`config.mk`:
```
export PLATFORM = sky130hd
export DESIGN_NAME = seg7_multi_driver
export DESIGN_NICKNAME = d
export VERILOG_FILES = /design/src/rtl/seg7_multi_driver.sv
export SDC_FILE = /design/constraint.sdc
export NUM_CORES = 1
export LEC_CHECK = 0
export ABC_CLOCK_PERIOD_IN_PS = 1750
export BUFFER_PORTS_ARGS = -buffer_cell sky130_fd_sc_hd__buf_2
export CAP_MARGIN = 20
export CORE_MARGIN = 2
export CORE_UTILIZATION = 51
export DETAILED_ROUTE_END_ITERATION = 6
export HOLD_SLACK_MARGIN = 0.02
export PLACE_DENSITY = 0.85
export SYNTH_ARGS = -nofsm -noshare
export SYNTH_HDL_FRONTEND = slang
export SYNTH_SLANG_ARGS = --single-unit
```
`constraint.sdc`:
```
create_clock -name iCLK -period 1.75 [get_ports iCLK]
set_input_delay 0 -clock iCLK [delete_from_list [all_inputs] [get_ports iCLK]]
set_output_delay 0 -clock iCLK [all_outputs]
set_load 0.02 [all_outputs]
```
`src/rtl/seg7_multi_driver.sv`:
```
`default_nettype none
// ============================================================================
// seg7_multi_driver
//   Registered N-digit hex to active-low 7-segment driver with leading-zero
//   blanking, per-digit blink and decimal point, and PWM brightness.
//   Revision: 1.0
// ============================================================================
module seg7_multi_driver #(
  parameter int NUM_DIGITS = 6,
  parameter int BLINK_DIV  = 25000000,
  parameter int PWM_BITS   = 4
) (
  input  logic                    iCLK,
  input  logic                    iRST_N,
  input  logic                    iLOAD,
  input  logic [4*NUM_DIGITS-1:0] iVALUE,
  input  logic [NUM_DIGITS-1:0]   iDP,
  input  logic [NUM_DIGITS-1:0]   iBLINK_EN,
  input  logic                    iBLANK_LZ,
  input  logic [PWM_BITS-1:0]     iBRIGHT,
  output logic [7*NUM_DIGITS-1:0] oSEG,
  output logic [NUM_DIGITS-1:0]   oDP,
  output logic                    oBLINK_PH
);

  localparam int              BCW          = $clog2(BLINK_DIV);
  localparam logic [BCW-1:0]  C_BLINK_LAST = BCW'(BLINK_DIV - 1);
  localparam logic [6:0]      C_SEG_BLANK  = 7'h7F;

  function automatic logic [6:0] hex_to_seg(input logic [3:0] nib);
    logic [6:0] seg;
    case (nib)
      4'h0:    seg = 7'h40;
      4'h1:    seg = 7'h79;
      4'h2:    seg = 7'h24;
      4'h3:    seg = 7'h30;
      4'h4:    seg = 7'h19;
      4'h5:    seg = 7'h12;
      4'h6:    seg = 7'h02;
      4'h7:    seg = 7'h78;
      4'h8:    seg = 7'h00;
      4'h9:    seg = 7'h18;
      4'hA:    seg = 7'h08;
      4'hB:    seg = 7'h03;
      4'hC:    seg = 7'h46;
      4'hD:    seg = 7'h21;
      4'hE:    seg = 7'h06;
      default: seg = 7'h0E;
    endcase
    return seg;
  endfunction

  logic [4*NUM_DIGITS-1:0] value_q,    value_d;
  logic [NUM_DIGITS-1:0]   dp_q,       dp_d;
  logic [NUM_DIGITS-1:0]   blink_en_q, blink_en_d;
  logic [BCW-1:0]          blink_cnt_q, blink_cnt_d;
  logic                    blink_ph_q, blink_ph_d;
  logic [PWM_BITS-1:0]     pwm_cnt_q,  pwm_cnt_d;
  logic [7*NUM_DIGITS-1:0] seg_q,      seg_d;
  logic [NUM_DIGITS-1:0]   dpo_q,      dpo_d;

  logic                    blink_wrap;
  logic                    pwm_lit;

  always_comb begin
    value_d    = iLOAD ? iVALUE    : value_q;
    dp_d       = iLOAD ? iDP       : dp_q;
    blink_en_d = iLOAD ? iBLINK_EN : blink_en_q;

    blink_wrap  = (blink_cnt_q == C_BLINK_LAST);
    blink_cnt_d = blink_wrap ? '0 : blink_cnt_q + BCW'(1);
    blink_ph_d  = blink_ph_q ^ blink_wrap;

    pwm_cnt_d = pwm_cnt_q + PWM_BITS'(1);
    pwm_lit   = (&iBRIGHT) || (pwm_cnt_q < iBRIGHT);
  end

  // Per-digit output path: decode, then LZ, blink and PWM masks in turn.
  always_comb begin : p_digits
    logic       lead;
    logic [3:0] nib;
    logic [6:0] seg_k;
    logic       dp_k;
    logic       dark;

    seg_d = '1;
    dpo_d = '1;
    lead  = iBLANK_LZ;
    for (int k = NUM_DIGITS - 1; k >= 0; k--) begin
      nib   = value_q[4*k +: 4];
      seg_k = hex_to_seg(nib);
      dp_k  = dp_q[k];
      dark  = 1'b0;

      if (lead && (nib == 4'h0) && !dp_q[k] && (k != 0)) begin
        dark = 1'b1;
      end
      if ((nib != 4'h0) || dp_q[k]) begin
        lead = 1'b0;
      end

      if (blink_ph_q && blink_en_q[k]) begin
        dark = 1'b1;
      end
      if (!pwm_lit) begin
        dark = 1'b1;
      end

      if (dark) begin
        seg_k = C_SEG_BLANK;
        dp_k  = 1'b0;
      end

      seg_d[7*k +: 7] = seg_k;
      dpo_d[k]        = ~dp_k;
    end
  end

  always_ff @(posedge iCLK) begin
    if (!iRST_N) begin
      value_q     <= '0;
      dp_q        <= '0;
      blink_en_q  <= '0;
      blink_cnt_q <= '0;
      blink_ph_q  <= 1'b0;
      pwm_cnt_q   <= '0;
      seg_q       <= '1;
      dpo_q       <= '1;
    end else begin
      value_q     <= value_d;
      dp_q        <= dp_d;
      blink_en_q  <= blink_en_d;
      blink_cnt_q <= blink_cnt_d;
      blink_ph_q  <= blink_ph_d;
      pwm_cnt_q   <= pwm_cnt_d;
      seg_q       <= seg_d;
      dpo_q       <= dpo_d;
    end
  end

  assign oSEG      = seg_q;
  assign oDP       = dpo_q;
  assign oBLINK_PH = blink_ph_q;

endmodule
`default_nettype wire

```
Word level (Yosys, flattened, before mapping)
Memories as Yosys holds them, arrays and structs flattened. A register that Yosys moved wholly into a read port is not among the register bits.
Cells that the tools add are included.
Storage, ports and cells
  register bits: 72
  ROM bits: 672
  bits of input ports: 44
  output and inout port bits: 49
  word-level logic and storage cells: 95
  memories: 6
Memories
  (name not given): depth 16, bits a word 7, rd ports 1, clocked after Yosys merged registers in 1, write ports 0, RTL line 32  | case (nib)
  (name not given): depth 16, bits a word 7, rd ports 1, clocked after Yosys merged registers in 1, write ports 0, RTL line 32
  (name not given): depth 16, bits a word 7, rd ports 1, clocked after Yosys merged registers in 1, write ports 0, RTL line 32
  (name not given): depth 16, bits a word 7, rd ports 1, clocked after Yosys merged registers in 1, write ports 0, RTL line 32
  (name not given): depth 16, bits a word 7, rd ports 1, clocked after Yosys merged registers in 1, write ports 0, RTL line 32
  (name not given): depth 16, bits a word 7, rd ports 1, clocked after Yosys merged registers in 1, write ports 0, RTL line 32
Operators by class
  add/sub/neg operators: 2
  magnitude comparators: 1
  eq/ne operators: 1
  multiplexer cells: 27
  bitwise operators: 8
  reduce and logical (&&, ||, !) cells: 43
Operators by type and width (number)
  1-bit two-way mux: 27
  25-bit by 1-bit adder with 25-bit output (second input constant): 1
  25-bit equality test (second input constant): 1
  4-bit logical NOT: 5
  1-bit logical AND: 16
  4-bit nonzero test: 4
  2-bit OR reduction: 7
  1-bit inverter: 7
  1-bit logical NOT: 5
  1-bit logical OR: 5
  4-bit by 1-bit adder with 4-bit output (second input constant): 1
  4-bit < comparator: 1
  4-bit AND reduction: 1
  1-bit XOR: 1

Depth between registers and ports, before layout
  depth after elaboration: 13
  depth in mapped cells: 7
  gate-level depth less buffers: 6

Worst setup path before layout
Ideal clock, no wire load.
  path kind: reg2reg
  from: register blink_cnt_q[0]
  to: register blink_cnt_q[2]
  setup time: 0.118 ns
  data arrival time: 1.600 ns
  data required time: 1.632 ns
  path slack: 0.032 ns
  stages on the path, launching flop included: 8
  path buffers: 2
  clock period less this slack: 1.718 ns
  cell sequence: dfxtp_1 -> ha_1 -> clkbuf_1 -> and2_1 -> nand2_1 -> o31ai_4 -> buf_2 -> nor2_1
Between the ends
  longest elaborated chain between the ends: 2
  elaborated cells between the ends (all ways): 3
  those cells by class: 1 x add/sub; 1 x eq/ne; 1 x reduce/logical
RTL lines
  start, declared: RTL line 56  | logic [BCW-1:0] blink_cnt_q, blink_cnt_d;
  start signal, assigned: RTL line 133  | blink_cnt_q <= blink_cnt_d;
  branches (longest 2 deep; another with 25-bit by 1-bit adder with 25-bit output)
Parallel ways; which one is timed is not known.
A chain may end at the register's enable or synchronous reset.

Worst setup path after layout
  from: register pwm_cnt_q[1]
  to: register seg_q[0], in the netlist oSEG[0]
Between the ends
  longest elaborated chain between the ends: 4
RTL lines
  start, declared: RTL line 58  | logic [PWM_BITS-1:0] pwm_cnt_q, pwm_cnt_d;
  start signal, assigned: RTL line 135  | pwm_cnt_q <= pwm_cnt_d;
  4-bit < comparator: RTL line 75  | pwm_lit = (&iBRIGHT) || (pwm_cnt_q < iBRIGHT);
  1-bit logical OR: RTL line 75
  1-bit two-way mux: RTL line 105  | if (!pwm_lit) begin
  2-bit OR reduction (no line)
  end, declared: RTL line 59  | logic [7*NUM_DIGITS-1:0] seg_q, seg_d;
No other way between the ends.

==> flow_metrics.py <==
metrics = {
    "layout": {
        "area_delta_synth_final_pct": 34.46,
        "fill_cells": 700,
        "nNetsFinal": 816,
        "drive_gt1_share_pct": 25.07,
        "n_antenna_cell": 0,
        "multi_input_area_mm2": 0.002954,
        "final_common_cell": "dfxtp_1",
        "regArea_mm2": 0.002286,
        "post-route-util_pct": 70.79,
        "final_cell_mix": "111 x dfxtp_1, 92 x buf_2, 47 x mux2i_1",
    },
    "critical_path": {
        "path_cells": "ha_1, a211o_4, a221oi_2, buf_4, o311ai_0",
        "crit_required_ns": 2.13,
        "critPathKind": "flip-flop to flip-flop",
        "max_stage_delay_ns": 0.36,
        "critPathCaptureType": "flip-flop",
        "arrival_ns": 2.07,
        "crit_slowest_cell": "a211o_4",
        "crit_path_max_fanout": 8,
        "critPathLaunchType": "flip-flop",
    },
    "run_status": {
        "status": "complete, no violations",
    },
    "die": {
        "die-area_mm2": 0.01150,
        "coreArea_mm2": 0.01032,
        "start_util_pct": 52.65,
        "ios": 93,
        "die_w_um": 107.2,
        "die_h_um": 107.2,
        "fp-row-count": 37,
    },
    "sta": {
        "fin_setup_tns_ns": 0,
        "rsz0062_at_grt": "true",
        "period_needed_ns": 1.688,
        "worst_slew_pin_slew_ns": 0.4709,
        "final_max_slew_viol_count": 0,
        "timing.fmax_mhz": 592.3,
        "whs_ns": 0.09420,
        "fin_crit_sh_pct": 96.48,
        "relSlewSlack_pct": 68.56,
        "hold_viol_final": 0,
        "skew_ns": 0.006758,
        "setup_viol": 0,
    },
    "grt": {
        "grt_start_max_net_pins": 43,
        "grt.total_usage_pct": 24.50,
        "grt_pass1_vias": 4867,
        "antenna_found_initial": 0,
        "grt_pass1_wl_mm": 22.27,
        "grt-ovfl-total": 0,
    },
    "drt": {
        "drt_pass1_iterations": 5,
        "drt-initial-drc-count": 195,
        "viasPerCell": 5.549,
        "drc_errors": 0,
        "drtAntennaViolNets": 0,
        "vias": 4939,
        "routed_wl_mm": 13.75,
        "route.detailed.wl_per_inst_um": 15.45,
    },
    "power": {
        "swShare_pct": 26.60,
        "power_frac_clock_pct": 45.1,
        "p_seq_share_pct": 39.5,
        "switchingPower_mw": 1.938,
        "irDropWorstVdd_v": 0.0006344,
        "combPwrFrac_pct": 15.4,
        "internal_power_mw": 5.346,
        "powerDensity_mw_per_mm2": 996.6,
        "leakage_nw": 3.038,
    },
    "clock_network": {
        "h-tree-depth": 4,
        "numCtsBuffers": 17,
        "clk_pin_slew_worst_paths_ns": 0.06,
        "root_buffer": "clkbuf_8",
        "cts_buffer_depth": 2,
        "cts_tree": "built",
        "worstSkewPairLatency_ns": 0.53,
        "cts_sinks": 114,
    },
    "logic_synthesis": {
        "seq_area_frac_synth_pct": 41.99,
        "synth-edff-count": 0,
        "synth_top_cell_area_share_pct": 41.99,
        "syn_inst": 578,
        "netlist_area_mm2": 0.005435,
        "yosys.area.top_type": "dfxtp_1",
        "yosys_warnings": 0,
        "synth_seq_cells": 114,
        "ys_types": 47,
        "syn-num-nets": 653,
        "syn_area_per_cell_um2": 9.403,
        "ys_async_sr_fraction_pct": 0,
        "dominantRegCellSynth": "dfxtp_1",
        "synth_area_leaders": "dfxtp_1 42%, mux2i_1 8.7%, ha_1 7.1%",
    },
    "placement": {
        "post-dp-hpwl_mm": 8.867,
        "place.gp.congestion": 0.9063,
        "placement.io_buffers": 92,
    },
    "hold_path": {
        "hp-class": "primary input to flip-flop",
    },
    "run": {
        "cap_viol_max_count": 0,
    },
}
path summary, 6_finish.rpt:
kind	slack, ns	startpoint	to	cells after the start
min reg2reg	0.39	dp_q[0]	oDP[0]	1
max	0.06	pwm_cnt_q[1]	oSEG[0]	5
min	0.09	iRST_N	value_q[11]	3
max reg2reg	0.06	pwm_cnt_q[1]	oSEG[0]	5
registers in the layout, indices dropped and copies added (netlist names):
name,count
value_q,24
dp_q,6
oSEG,42
blink_en_q,6
blink_cnt_q,25
oDP,6
oBLINK_PH,1
pwm_cnt_q,4
kinds of logic after synthesis:
family / Yosys count / share of synthesized area [%]
AOI/OAI and AO/OA: 103 / 12.82
xor gates and xnor gates: 13 / 2.095
adders and majority gates: 31 / 7.136
buffers and inverters: 56 / 4.328
DFF: 114 / 41.99
muxes: 52 / 9.691
and+or+nand+nor: 209 / 21.94
worst max-delay path: cells and delay by family, from the launching register on:
family	cells	cell delay, ns
flip-flops	1	0.33
buffers and inverters	1	0.19
AO/OA/AOI/OAI	3	0.73
adder cells (fa/ha/maj)	1	0.29
per-stage QoR:
step	total power [mW]	setup WS (ns)	instances	instance area (um2)
finish	7.283	0.06157	890	7308
global route	7.539	-0.04458	890	7308
CTS	7.277	0.02594	889	7268
floorplan	3.553	0.03194	578	5435
global placement	3.889	0.02079	810	6228
detailed placement	3.924	-0.06034	810	6228
per-layer routing:
metal  vias up  track usage, %  wire, um
met3        31           5.957       765
met1      2339           27.53      5679
met5         -               0         0
li1       2394               -         -
met4         0           11.78       344
met2       175           43.22      6962
power groups by stage:
stage                     clock network, mW  logic (mW)  registers [mW]
after floorplan                           0       0.489            3.06
after global placement                    0       0.971            2.92
after detailed placement                  0       0.998            2.93
after CTS                              3.31        1.09            2.87
after global routing                   3.43        1.22            2.89
final                                  3.28        1.12            2.88
synthesized netlist by cell type, types with 2 or more instances:
cell type    n
a211oi_2     2
a21o_1       2
a21oi_1     22
a22oi_1      6
a32oi_1      4
and2_1       9
and3_1       2
and4_1       4
buf_1        3
buf_2        8
buf_6        2
clkbuf_1    18
dfxtp_1    114
ha_1        31
inv_1       25
mux2_2       5
mux2i_1     47
nand2_1     35
nand2b_1    12
nand3_1     34
nand3b_1     4
nand4_1     12
nand4_4      2
nor2_1      23
nor2b_1     43
nor3_1       6
nor4b_1      5
o2111ai_1   10
o211ai_1     8
o21ai_0     30
o311ai_0     5
o31ai_1      7
or3_1        6
or3_2        3
or4_1        6
xnor2_1      3
xor2_1      10
area by class of cell:
type / instances / area share [%]
Clock buffer: 19 / 5.907
Clock inverter: 13 / 1.866
Inverter: 25 / 1.284
Multi-Input combinational cell: 408 / 40.42
Sequential cell: 114 / 31.28
Tap cell: 136 / 2.328
Timing Repair Buffer: 175 / 16.91
repair_timing:
item / in CTS / in global routing
pin swaps: 1 / 1
hold endpoints to repair: 47 / 0
setup endpoints to repair: 14 / 31
buffers inserted: 1 / 1
hold buffers: 46 / 0
resized for setup: 1 / 11
Note: power is estimated with default switching activity, not from simulation.
